==> src/rtl/zone_alarm_ctrl.sv <==
// Multi-zone intrusion alarm sequencer: code-armed exit delay, entry delay on
// designated zones, immediate alarm on other zones, wrong-code lockout.
//
// state    | meaning
// ---------+-----------------------------------------------------------
// DISARMED | idle, waiting for a good code to start the exit delay
// EXIT     | exit delay running, motion and bad codes ignored
// ARMED    | watching masked zones and counting wrong codes
// ENTRY    | entry delay running, good code required before expiry
// ALARM    | siren on, latching every zone that reports motion
module zone_alarm_ctrl #(
    parameter int                 ZONES      = 4,
    parameter int                 CODE_W     = 4,
    parameter logic [CODE_W-1:0]  CODE       = 4'hA,
    parameter int                 EXIT_DLY   = 8,
    parameter int                 ENTRY_DLY  = 16,
    parameter int                 MAX_FAIL   = 3,
    parameter logic [ZONES-1:0]   ENTRY_MASK = 4'b0001
) (
    input  logic              clk,
    input  logic              rst,
    input  logic              enable,
    input  logic [CODE_W-1:0] code,
    input  logic [ZONES-1:0]  mov,
    input  logic [ZONES-1:0]  zone_en,
    output logic [2:0]        state,
    output logic [ZONES-1:0]  alarm_zones,
    output logic [3:0]        fail_cnt,
    output logic              siren
);

    localparam int MAX_DLY = (EXIT_DLY > ENTRY_DLY) ? EXIT_DLY : ENTRY_DLY;
    localparam int CNT_W   = $clog2(MAX_DLY) + 1;
    localparam logic [CNT_W-1:0] EXIT_LD  = CNT_W'(EXIT_DLY - 1);
    localparam logic [CNT_W-1:0] ENTRY_LD = CNT_W'(ENTRY_DLY - 1);
    localparam logic [4:0]       MAX_F    = 5'(MAX_FAIL);

    typedef enum logic [2:0] {
        DISARMED = 3'd0,
        EXIT     = 3'd1,
        ARMED    = 3'd2,
        ENTRY    = 3'd3,
        ALARM    = 3'd4
    } state_t;

    state_t            st;
    logic [CNT_W-1:0]  cnt;
    logic [ZONES-1:0]  mask;
    logic [ZONES-1:0]  entry_zones;

    logic              good;
    logic              bad;
    logic [ZONES-1:0]  active;
    logic [ZONES-1:0]  entry_hit;
    logic [ZONES-1:0]  direct_hit;
    logic [3:0]        fail_inc;
    logic              fail_trip;

    assign good       = enable && (code == CODE);
    assign bad        = enable && (code != CODE);
    assign active     = mov & mask;
    assign entry_hit  = active & ENTRY_MASK;
    assign direct_hit = active & ~ENTRY_MASK;
    assign fail_inc   = (fail_cnt == 4'hF) ? fail_cnt : fail_cnt + 4'd1;
    // Wrong code that brings the consecutive count up to the lockout limit
    assign fail_trip  = bad && (({1'b0, fail_cnt} + 5'd1) >= MAX_F);
    assign state      = st;

    always_ff @(posedge clk or posedge rst) begin
        if (rst) begin
            st          <= DISARMED;
            cnt         <= '0;
            mask        <= '0;
            entry_zones <= '0;
            alarm_zones <= '0;
            fail_cnt    <= 4'd0;
            siren       <= 1'b0;
        end else begin
            siren <= 1'b0;
            case (st)
                DISARMED: begin
                    fail_cnt    <= 4'd0;
                    alarm_zones <= '0;
                    if (good) begin
                        st   <= EXIT;
                        cnt  <= EXIT_LD;
                        mask <= zone_en;
                    end
                end
                EXIT: begin
                    if (good) begin
                        st  <= DISARMED;
                        cnt <= '0;
                    end else if (cnt == '0) begin
                        st <= ARMED;
                    end else begin
                        cnt <= cnt - 1'b1;
                    end
                end
                ARMED: begin
                    if (bad) fail_cnt <= fail_inc;
                    if (good) begin
                        st          <= DISARMED;
                        fail_cnt    <= 4'd0;
                        alarm_zones <= '0;
                    end else if (|direct_hit || fail_trip) begin
                        st          <= ALARM;
                        siren       <= 1'b1;
                        alarm_zones <= active;
                    end else if (|entry_hit) begin
                        st          <= ENTRY;
                        cnt         <= ENTRY_LD;
                        entry_zones <= entry_hit;
                    end
                end
                ENTRY: begin
                    if (bad) fail_cnt <= fail_inc;
                    if (good) begin
                        st          <= DISARMED;
                        cnt         <= '0;
                        fail_cnt    <= 4'd0;
                        alarm_zones <= '0;
                    end else if (|direct_hit || fail_trip) begin
                        st          <= ALARM;
                        siren       <= 1'b1;
                        alarm_zones <= active;
                    end else if (cnt == '0) begin
                        // Motion may be gone by timeout; keep the zone that opened the delay
                        st          <= ALARM;
                        siren       <= 1'b1;
                        alarm_zones <= active | entry_zones;
                    end else begin
                        cnt <= cnt - 1'b1;
                    end
                end
                ALARM: begin
                    if (good) begin
                        st          <= DISARMED;
                        fail_cnt    <= 4'd0;
                        alarm_zones <= '0;
                    end else begin
                        siren       <= 1'b1;
                        alarm_zones <= alarm_zones | active;
                        if (bad) fail_cnt <= fail_inc;
                    end
                end
                default: begin
                    st          <= DISARMED;
                    cnt         <= '0;
                    fail_cnt    <= 4'd0;
                    alarm_zones <= '0;
                end
            endcase
        end
    end

endmodule

==> config.mk <==
export PLATFORM = sky130hd
export DESIGN_NAME = zone_alarm_ctrl
export DESIGN_NICKNAME = d
export VERILOG_FILES = /design/src/rtl/zone_alarm_ctrl.sv
export SDC_FILE = /design/constraint.sdc
export NUM_CORES = 1
export LEC_CHECK = 0
export CORE_MARGIN = 5
export CORE_UTILIZATION = 25
export CTS_CLUSTER_DIAMETER = 100
export CTS_CLUSTER_SIZE = 24
export DETAILED_ROUTE_END_ITERATION = 8
export GPL_TIMING_DRIVEN = 0
export PLACE_DENSITY = 0.51
export SYNTH_ARGS = -nofsm -noshare
export SYNTH_HDL_FRONTEND = slang
export SYNTH_SLANG_ARGS = --single-unit
==> constraint.sdc <==
create_clock -name clk -period 2.7 [get_ports clk]
set_input_delay 0.54 -clock clk [delete_from_list [all_inputs] [get_ports clk]]
set_output_delay 0.54 -clock clk [all_outputs]
set_load 0.1 [all_outputs]
## Word-level counts from Yosys, hierarchy flattened

Index checks and enable logic that the tools add are counted.

- Output and inout port bits: 12
- Bits in registers: 22

- $lt $le $gt $ge: 1
- Add/sub/neg operators: 3
- Muxes and demuxes: 38
- Bitwise gates (word level): 7
- Reduce and logical (&&, ||, !) cells: 14
- Equal/unequal tests: 19

Operator list:

| operator | count |
|---|---|
| $mux 5 | 8 |
| $mux 4 | 9 |
| $mux 3 | 10 |
| $pmux 5 s5 | 1 |
| $pmux 4 s4 | 1 |
| $pmux 3 s5 | 1 |
| $ne 3x3->1 const B | 4 |
| $ne 4x4->1 const B | 3 |
| $ne 2x2->1 const B | 5 |
| $eq 4x4->1 const B | 2 |
| $pmux 4 s2 | 1 |
| $eq 3x2->1 const B | 2 |
| $mux 1 | 6 |
| $reduce_and 3->1 | 2 |
| $reduce_and 6->1 | 1 |
| $reduce_or 3->1 | 2 |
| $add 4x1->5 const B | 1 |
| $ge 5x2->1 const B | 1 |
| $logic_not 5->1 | 1 |
| $reduce_and 5->1 | 1 |
| $sub 5x1->5 const B | 1 |
| $add 4x1->4 const B | 1 |
| $and 4x4->4 | 1 |
| $not 1->1 | 4 |
| other kinds (11) | 13 |

## Longest topological paths before layout

Gate-level depths: netlist of the first run.

- Depth after elaboration: 7
- Mapped depth: 7

## Worst setup path before layout of the first run

No wires, ideal clock.

- Kind: reg-to-reg
- From: reg fail_cnt[0]
- To: reg st[0] (netlist: state[0])
- Cell stages (with the launch flop): 7
- Library setup time: 111 ps
- Buffers on the path: 0
- Data required time: 2589 ps
- Setup slack: 196 ps
- Arrival: 2393 ps
- Cells stage by stage: dfrtp_1 -> inv_1 -> ha_1 -> o21ai_0 -> o211a_1 -> o31a_1 -> a2111oi_2

- Longest elaborated chain between the ends: 7

Ends and longest elaborated chain:

| element | line | source |
|---|---|---|
| from (decl) | 28 | `output logic [3:0] fail_cnt,` |
| from (signal assigned) | 101 | `if (bad) fail_cnt <= fail_inc;` |
| from (signal assigned) | 117 | `if (bad) fail_cnt <= fail_inc;` |
| from (signal assigned) | 144 | `if (bad) fail_cnt <= fail_inc;` |
| $add 4x1->5 * | 66 | `assign fail_trip = bad && (({1'b0, fail_cnt} + 5'd1) >= MAX_F);` |
| $ge 5x2->1 * | 66 |  |
| $logic_and 1x1->1 * | 66 |  |
| $logic_or 1x1->1 * | 106, 123 |  |
| $mux 3, on equally long branches | 123, 106 |  |
| $mux 3, on equally long branches | 118, 102 |  |
| $pmux 3 s5 | 80 | `case (st)` |
| to (signal assigned) | 107 | `st <= ALARM;` |
| to (signal assigned) | 119 | `st <= DISARMED;` |
| to (signal assigned) | 124 | `st <= ALARM;` |
| to (decl) | 46 | `state_t st;` |

Mark *: on every way between the ends. The rest lies on a longest branch, timed or not.
A chain may end at the register's enable or synchronous reset.

## Worst setup path in the final report of the first run

- From: reg fail_cnt[0]
- To: out fail_cnt[0]

No word-level cell between the ends.

==> results of run 1 <==
[power groups by stage]
stage | combinational (mW) | clock, mW | sequential (mW)
2_1_floorplan | 0.261 | 0 | 0.572
3_3_place_gp | 0.523 | 0 | 0.450
3_5_place_dp | 0.526 | 0 | 0.448
4_1_cts | 0.527 | 0.252 | 0.443
5_1_grt | 0.572 | 0.266 | 0.454
6_report | 0.521 | 0.240 | 0.442
[logic make-up after synthesis]
logic type,after synthesis,share of synthesized area [%]
AND/OR/NAND/NOR,49,20.66
AO/OA/AOI/OAI,47,25.66
flip-flops,22,40.04
buffers and inverters,16,4.458
multiplexers,7,5.823
adder cells (fa/ha/maj),3,2.730
XOR/XNOR,1,0.6371
[through the flow]
step / hold WS [ps] / power [mW] / util (%) / worst slack, ps
after detailed placement: 452.2 / 0.9747 / 31.72 / 158.1
final: 466.7 / 1.203 / 32.74 / 245.3
after global routing: 493.3 / 1.292 / 32.74 / 174.0
after floorplan: 431.1 / 0.8334 / - / 195.7
after global placement: 445.7 / 0.9734 / 31.72 / 161.8
after CTS: 471.4 / 1.221 / 32.74 / 222.6
[worst min-delay path by stage]
stage	from	end	slack, ps	cells after the start
global route	entry_zones[0]	entry_zones[0]	490	2
CTS	entry_zones[0]	entry_zones[0]	470	2
finish	entry_zones[0]	entry_zones[0]	470	2
global placement	entry_zones[0]	entry_zones[0]	450	2
detailed placement	entry_zones[0]	entry_zones[0]	450	2
floorplan	entry_zones[0]	entry_zones[0]	430	2
[Yosys cell counts, types with 2 or more instances]
cell type / number
ha_1: 3
o22a_1: 2
and3_1: 2
o22ai_1: 2
a21o_1: 3
dfrtp_1: 22
mux2i_1: 2
nor2b_1: 2
nand3_1: 2
inv_1: 11
nand2_1: 11
o2bb2ai_1: 3
o31a_1: 2
nor3_1: 4
o21ai_1: 3
mux2_1: 4
a31oi_1: 4
nand2b_1: 5
a21oi_1: 7
nor2_1: 9
o21a_1: 2
nand3b_1: 2
o21ai_0: 4
clkbuf_1: 4
nor3b_1: 2
[registers in the layout, summed over array words and instances, names as in the netlist]
| register | cells |
|---|---|
| mask | 4 |
| siren | 1 |
| cnt | 5 |
| state | 3 |
| alarm_zones | 4 |
| fail_cnt | 4 |
| entry_zones | 1 |
[routing by layer]
| metal | routed length (µm) | GRT usage, % |
|---|---|---|
| met5 | 0 | 0 |
| met4 | 25 | 2.193 |
| met3 | 166 | 3.533 |
| met2 | 1569 | 15.35 |
| met1 | 1789 | 14.95 |
[area by class of cell]
class                      count  area (µm²)  area share [%]
buffer                         5       20.02           1.124
timing repair buffer          26       260.3           14.62
clock buffer                   4       55.05           3.092
inverter                      11       41.29           2.319
sequential                    22       550.5           30.92
multi-input combinational    107       763.2           42.87
tap                           72       90.09           5.060
==> flow_summary.yaml, run 1 <==
power:
  clkPwrFrac_pct: 19.9
  ir_drop_mv: 0.2654
  p_sw_mw: 0.5064
  power.share.combinational_pct: 43.3
  power.density_mw_per_mm2: 675.6
  p_leak_nw: 0.7747
  seq_power_share_pct: 36.7
  p_int_mw: 0.6965
  swShare_pct: 42.10
floorplan:
  die_h_um: 84.17
  die_area_mm2: 0.007084
  core_area_mm2: 0.005439
  die_w_um: 84.17
  io_pins: 27
  row_count: 27
  initial_utilization_pct: 25.28
final_layout:
  final_cell_mix: "26 x clkdlybuf4s50_1, 22 x dfrtp_1, 11 x inv_1, 11 x nand2_1, 9 x nor2_1"
  final_common_cell: "clkdlybuf4s50_1"
  drive_gt1_share_pct: 7.429
  num-fill-cells: 551
  fin_nets: 194
  area_growth_syn_to_layout_pct: 29.48
  diodes: 0
  layoutNonFillerInstCount: 247
  design_area_mm2: 0.001780
worst_setup_path:
  max_stage_delay_ps: 1180
  worst-path-stages: 1
  cpLargestDelayFamily: "buffers and inverters"
  worst-path-buf-inv: 1
  cp-end-kind: "primary output"
  path_cells: "clkdlybuf4s50_1"
  path_max_fanout: 8
  critPathSlowestCell: "clkdlybuf4s50_1"
  crit_path_end: "fail_cnt[0]"
  startpoint: "fail_cnt[0]"
  reg2reg_slack_ps: 620
  worstSetupPathType: "register to primary output"
  r2r_start: "cnt[0]"
  cp.required_ps: 2160
  timing.rr.end: "cnt[3]"
  startpoint_type: "register"
  crit_arrival_ps: 1910
  worstRegToRegCells: 7
synthesis:
  synth.largest_area_cell: "dfrtp_1"
  synth_top_area_share_pct: 40.04
  avgSynthCellArea_um2: 9.483
  synth-main-ff-cell: "dfrtp_1"
  synth-edff-count: 0
  ys_top_cells_by_area: "dfrtp_1 40%, mux2_1 3.3%, inv_1 3.0%"
  synth_cell_types: 53
  synth_cells: 145
  syn-cell-area_mm2: 0.001375
  ys_seq_area_share_pct: 40.04
  synth_nets: 163
  synth_seq_cells: 22
  synthArstFlopShare_pct: 100.0
  ys_warn_count: 0
clock_tree:
  post-cts-setup-buffers: 0
  cts_hold_buffers: 0
  tritoncts: "yes"
  cts_root_buffer: "clkbuf_8"
  clock_latency_ps: 260
  cts_sinks: 22
  cts.repair.resized: 0
  numCtsBuffers: 3
  cts.clk_slew.worst_paths_ps: 80
  cts.path.max_buffers: 2
  h-tree-depth: 1
sta:
  rsz0062_at_grt: "false"
  clock.fmax_mhz: 407.4
  worstMarginPinSlew_ps: 973.1
  min_period_over_period_pct: 90.91
  relSlewSlack_pct: 34.92
  finClkSkew_ps: 6.641
  setup_tns_ps: 0
  setup_viol: 0
  report.final.hold_viol_count: 0
  slew_viol_final: 0
  period_needed_ps: 2455
flow_run:
  drv_cap: 0
global_routing:
  grt_pass1_wl_um: 6037
  grt_max_degree: 23
  grtUsageTotal_pct: 10.48
  antenna_found_initial: 0
  grt_remaining_overflow: 0
  grt_pass1_vias: 1217
placed_design:
  post-place-cells: 243
  hpwlAfterDp_um: 2640
  portBuffers: 26
  place_area_mm2: 0.001725
  gp_congestion: 0.7561
route:
  wl_per_cell_um: 14.38
  postRouteAntennaNets: 0
  drt_iter0_drc: 63
  route.detailed.drc: 0
  vias_per_cell: 4.947
  drt-total-wl_um: 3551
  dr.pass1.iters: 4
  vias: 1222
min_path:
  worstHoldPathType: "register to register"
outcome:
  status: "finished clean"
(Power assumes the default switching activity.)
==> run 2: changes to the inputs <==
--- a/config.mk
+++ b/config.mk
@@ -12,6 +12,7 @@
 export DETAILED_ROUTE_END_ITERATION = 8
 export GPL_TIMING_DRIVEN = 0
 export PLACE_DENSITY = 0.51
+export SLEW_MARGIN = 40
 export SYNTH_ARGS = -nofsm -noshare
 export SYNTH_HDL_FRONTEND = slang
 export SYNTH_SLANG_ARGS = --single-unit
==> flow_summary.yaml, run 2 (same netlist as run 1, synthesis figures left out) <==
global_routing:
  grt_pass1_vias: 1243
  grt_pass1_wl_um: 6154
  grt_remaining_overflow: 0
  grt_max_degree: 23
  antenna_found_initial: 0
  grtUsageTotal_pct: 10.64
min_path:
  worstHoldPathType: "register to register"
  hold_end: "entry_zones[0]"
  hold-path-cell-count: 2
  worstHoldStart: "entry_zones[0]"
floorplan:
  initial_utilization_pct: 25.28
  die_h_um: 84.17
  die_w_um: 84.17
  die_area_mm2: 0.007084
  io_pins: 27
  row_count: 27
  core_area_mm2: 0.005439
placed_design:
  portBuffers: 26
  gp_congestion: 0.7561
  detailedPlace.worstSlack_ps: 173.5
  hpwlAfterDp_um: 2676
clock_tree:
  post-cts-setup-buffers: 0
  cts_hold_buffers: 0
  clock_latency_ps: 270
  cts_root_buffer: "clkbuf_8"
  cts.path.max_buffers: 2
  cts_sinks: 22
  cts.repair.resized: 0
  cts.clk_slew.worst_paths_ps: 80
  numCtsBuffers: 3
  h-tree-depth: 1
  tritoncts: "yes"
power:
  finalPower_mw: 1.190
  ir_drop_mv: 0.3155
  p_leak_nw: 0.7981
  power.density_mw_per_mm2: 691.8
sta:
  rsz0062_at_grt: "false"
  setup_viol: 0
  slew_viol_final: 0
  relSlewSlack_pct: 57.53
  clock.fmax_mhz: 440.8
  min_period_over_period_pct: 84.02
  whs_ps: 464.8
  setup_tns_ps: 0
  setup_ws_ps: 431.5
  period_needed_ps: 2269
  worstMarginPinSlew_ps: 637.1
  report.final.hold_viol_count: 0
  finClkSkew_ps: 9.267
final_layout:
  multi_input_area_um2: 763.2
  final_common_cell: "dfrtp_1"
  num-fill-cells: 576
  fin_nets: 194
  final_cell_mix: "22 x dfrtp_1, 14 x clkdlybuf4s50_1, 13 x buf_2"
  drive_gt1_share_pct: 14.86
  fin_util_pct: 31.63
  diodes: 0
  largest_reg_flops: 5
  ff_latch_area_um2: 550.5
  area_growth_syn_to_layout_pct: 25.11
  largest-register: "cnt"
worst_setup_path:
  crit_arrival_ps: 2430
  startpoint_type: "input port"
  worstRegToRegCells: 7
  timing.rr.end: "cnt[3]"
  cp.required_ps: 2860
  reg2reg_slack_ps: 610
  r2r_start: "cnt[0]"
  path_max_fanout: 4
  worstSetupPathType: "input port to register"
  cp-end-kind: "register"
route:
  vias_per_cell: 4.943
  drt_iter0_drc: 44
  vias: 1221
  route.detailed.drc: 0
  postRouteAntennaNets: 0
  drt-total-wl_um: 3577
  dr.pass1.iters: 5
  wl_per_cell_um: 14.48
flow_run:
  drv_cap: 0
outcome:
  status: "finished clean"
run 2: metrics by stage:
step	cell area, µm²	instances
floorplan	1375	145
global placement	1725	243
detailed placement	1665	243
CTS	1720	247
global route	1720	247
finish	1720	247
run 2: critical path, cell delays in order:
cell	delay, ps
clkdlybuf4s50_1	450
a222oi_1	610
nand2_1	210
o31a_1	300
a2111oi_2	320
run 2: cell type report:
type	count	share of cell area (%)
tap	72	5.236
clock buffer	4	3.200
buffer	5	1.164
inverter	11	2.400
timing repair buffer	26	11.64
sequential	22	32.00
multi-input combinational	107	44.36
run 2: worst max path at each step:
stage / from / end / slack, ps / cells past startpoint
2_1_floorplan: fail_cnt[0] / state[0] / 200 / 6
3_3_place_gp: mov[3] / cnt[3] / 160 / 6
3_5_place_dp: mov[3] / cnt[3] / 170 / 6
4_1_cts: mov[3] / state[0] / 460 / 5
5_1_grt: mov[3] / state[0] / 360 / 5
6_report: mov[3] / state[0] / 430 / 5
run 2: routing by layer:
| metal | up-vias | GRT usage (%) | share of wire, % |
|---|---|---|---|
| li1 | 600 | - | - |
| met5 | - | 0 | 0 |
| met2 | 33 | 15.64 | 44 |
| met3 | 2 | 3.729 | 5.2 |
| met1 | 586 | 15.07 | 50 |
| met4 | 0 | 2.193 | 0.70 |
run 2: power breakdown:
part | switching (mW) | internal (mW)
sequential | 0.0551 | 0.385
combinational | 0.342 | 0.163
clock | 0.114 | 0.130
==> run 3: changes to the inputs <==
==> constraint.sdc (replaced) <==
create_clock -name clk -period 2.3 [get_ports clk]
set_input_delay 0.46 -clock clk [delete_from_list [all_inputs] [get_ports clk]]
set_output_delay 0.46 -clock clk [all_outputs]
set_load 0.1 [all_outputs]
==> flow_summary.yaml, run 3 (same netlist as run 1, synthesis figures left out) <==
final_layout:
  fin_nets: 194
  drive_gt1_share_pct: 16.00
  diodes: 0
  design_area_mm2: 0.001739
  area_growth_syn_to_layout_pct: 26.48
  largest_reg_flops: 5
  largest-register: "cnt"
  final_cell_mix: "20 x dfrtp_1, 14 x clkdlybuf4s50_1, 13 x buf_2"
  final_common_cell: "dfrtp_1"
  fin_util_pct: 31.98
worst_setup_path:
  cp-end-kind: "register"
  r2r_start: "cnt[0]"
  max_stage_delay_ps: 620
  path_cells: "clkdlybuf4s50_1, a222oi_1, nand2_1, o31a_1, a2111oi_2"
  worstRegToRegCells: 7
  startpoint_type: "input port"
  crit_arrival_ps: 2350
  worst-path-stages: 5
  reg2reg_slack_ps: 200
  worst-path-buf-inv: 1
  worstSetupPathType: "input port to register"
  startpoint: "mov[3]"
  critPathSlowestCell: "a222oi_1"
  cpLargestDelayFamily: "compound AO/OA/AOI/OAI gates"
  cp.required_ps: 2460
  path_max_fanout: 4
min_path:
  worstHoldStart: "entry_zones[0]"
  hold-path-cell-count: 2
  worstHoldPathType: "register to register"
floorplan:
  initial_utilization_pct: 25.28
  core_area_mm2: 0.005439
  die_w_um: 84.17
  io_pins: 27
  row_count: 27
  die_h_um: 84.17
  die_area_mm2: 0.007084
sta:
  min_period_over_period_pct: 95.13
  clock.fmax_mhz: 457.0
  finClkSkew_ps: 5.198
  worstMarginPinSlew_ps: 649.9
  report.final.hold_viol_count: 0
  setup_ws_ps: 111.9
  relSlewSlack_pct: 56.67
  rsz0062_at_grt: "false"
  period_needed_ps: 2188
  setup_viol: 0
  setup_tns_ps: 0
  slew_viol_final: 0
placed_design:
  gp_congestion: 0.7664
  portBuffers: 26
  detailedPlace.worstSlack_ps: -143.7
  hpwlAfterDp_um: 2657
  place_area_mm2: 0.001668
clock_tree:
  tritoncts: "yes"
  cts.repair.resized: 0
  cts.path.max_buffers: 2
  cts_hold_buffers: 0
  h-tree-depth: 1
  cts.clk_slew.worst_paths_ps: 90
  cts_root_buffer: "clkbuf_8"
  clock_latency_ps: 270
  numCtsBuffers: 3
  cts_sinks: 22
  post-cts-setup-buffers: 0
global_routing:
  grt_pass1_vias: 1274
  grtUsageTotal_pct: 10.35
  grt_remaining_overflow: 0
  grt_pass1_wl_um: 6037
  grt_max_degree: 23
  antenna_found_initial: 0
power:
  p_leak_nw: 0.8017
  power.density_mw_per_mm2: 851.0
  ir_drop_mv: 0.3767
outcome:
  status: "finished clean"
route:
  dr.pass1.iters: 4
  vias: 1210
  postRouteAntennaNets: 0
  drt-total-wl_um: 3574
  drt_iter0_drc: 50
  route.detailed.drc: 0
  vias_per_cell: 4.899
  wl_per_cell_um: 14.47
flow_run:
  drv_cap: 0
-- run 3: cell types whose count changed in the layout (fill, tap and decap cells not counted) --
cell,delta
bufinv_16,+1
clkbuf_8,-1
dfrtp_1,-2
dfrtp_2,+2
-- run 3: worst paths after layout --
path	to
max in group asynchronous	fail_cnt[1]
min in group asynchronous	fail_cnt[3]
min reg2reg	entry_zones[0]
max	state[0]
min	entry_zones[0]
max reg2reg	cnt[3]
-- run 3: metrics by stage --
stage / power, mW / hold WS, ps / instances
CTS: 1.497 / 477.3 / 247
global placement: 1.139 / 452.7 / 243
floorplan: 0.9786 / 431.1 / 145
detailed placement: 1.124 / 456.4 / 243
finish: 1.480 / 473.4 / 247
global route: 1.574 / 519.0 / 247
-- run 3: cell type report --
class / instances / area, µm²
well taps: 72 / 90.09
flip-flops and latches: 22 / 553.0
inverters: 11 / 41.29
multi-input cells: 107 / 763.2
clock buffers: 3 / 41.29
clock inverters: 1 / 30.03
plain buffers: 5 / 20.02
fillers: 561 / 3700
repair buffers: 26 / 200.2
-- run 3: power breakdown --
| part | internal [mW] | switching, mW | leakage, nW |
|---|---|---|---|
| sequential | 0.453 | 0.0653 | 0.278 |
| combinational | 0.192 | 0.399 | 0.488 |
| clock | 0.233 | 0.138 | 0.0357 |
-- run 3: tightest hold or removal path, stage by stage, from the launching register on --
cell	delay [ps]
dfrtp_1	350
inv_1	40
o41ai_1	50
-- run 3: per-layer routing --
layer | part of all wire, % | GRT usage (%) | up-vias | wire length [µm]
met4 | 0.62 | 1.754 | 0 | 22
met5 | 0 | 0 | - | 0
li1 | - | - | 598 | -
met2 | 44 | 17.07 | 20 | 1573
met3 | 3.7 | 3.042 | 2 | 132
met1 | 52 | 13.61 | 590 | 1845
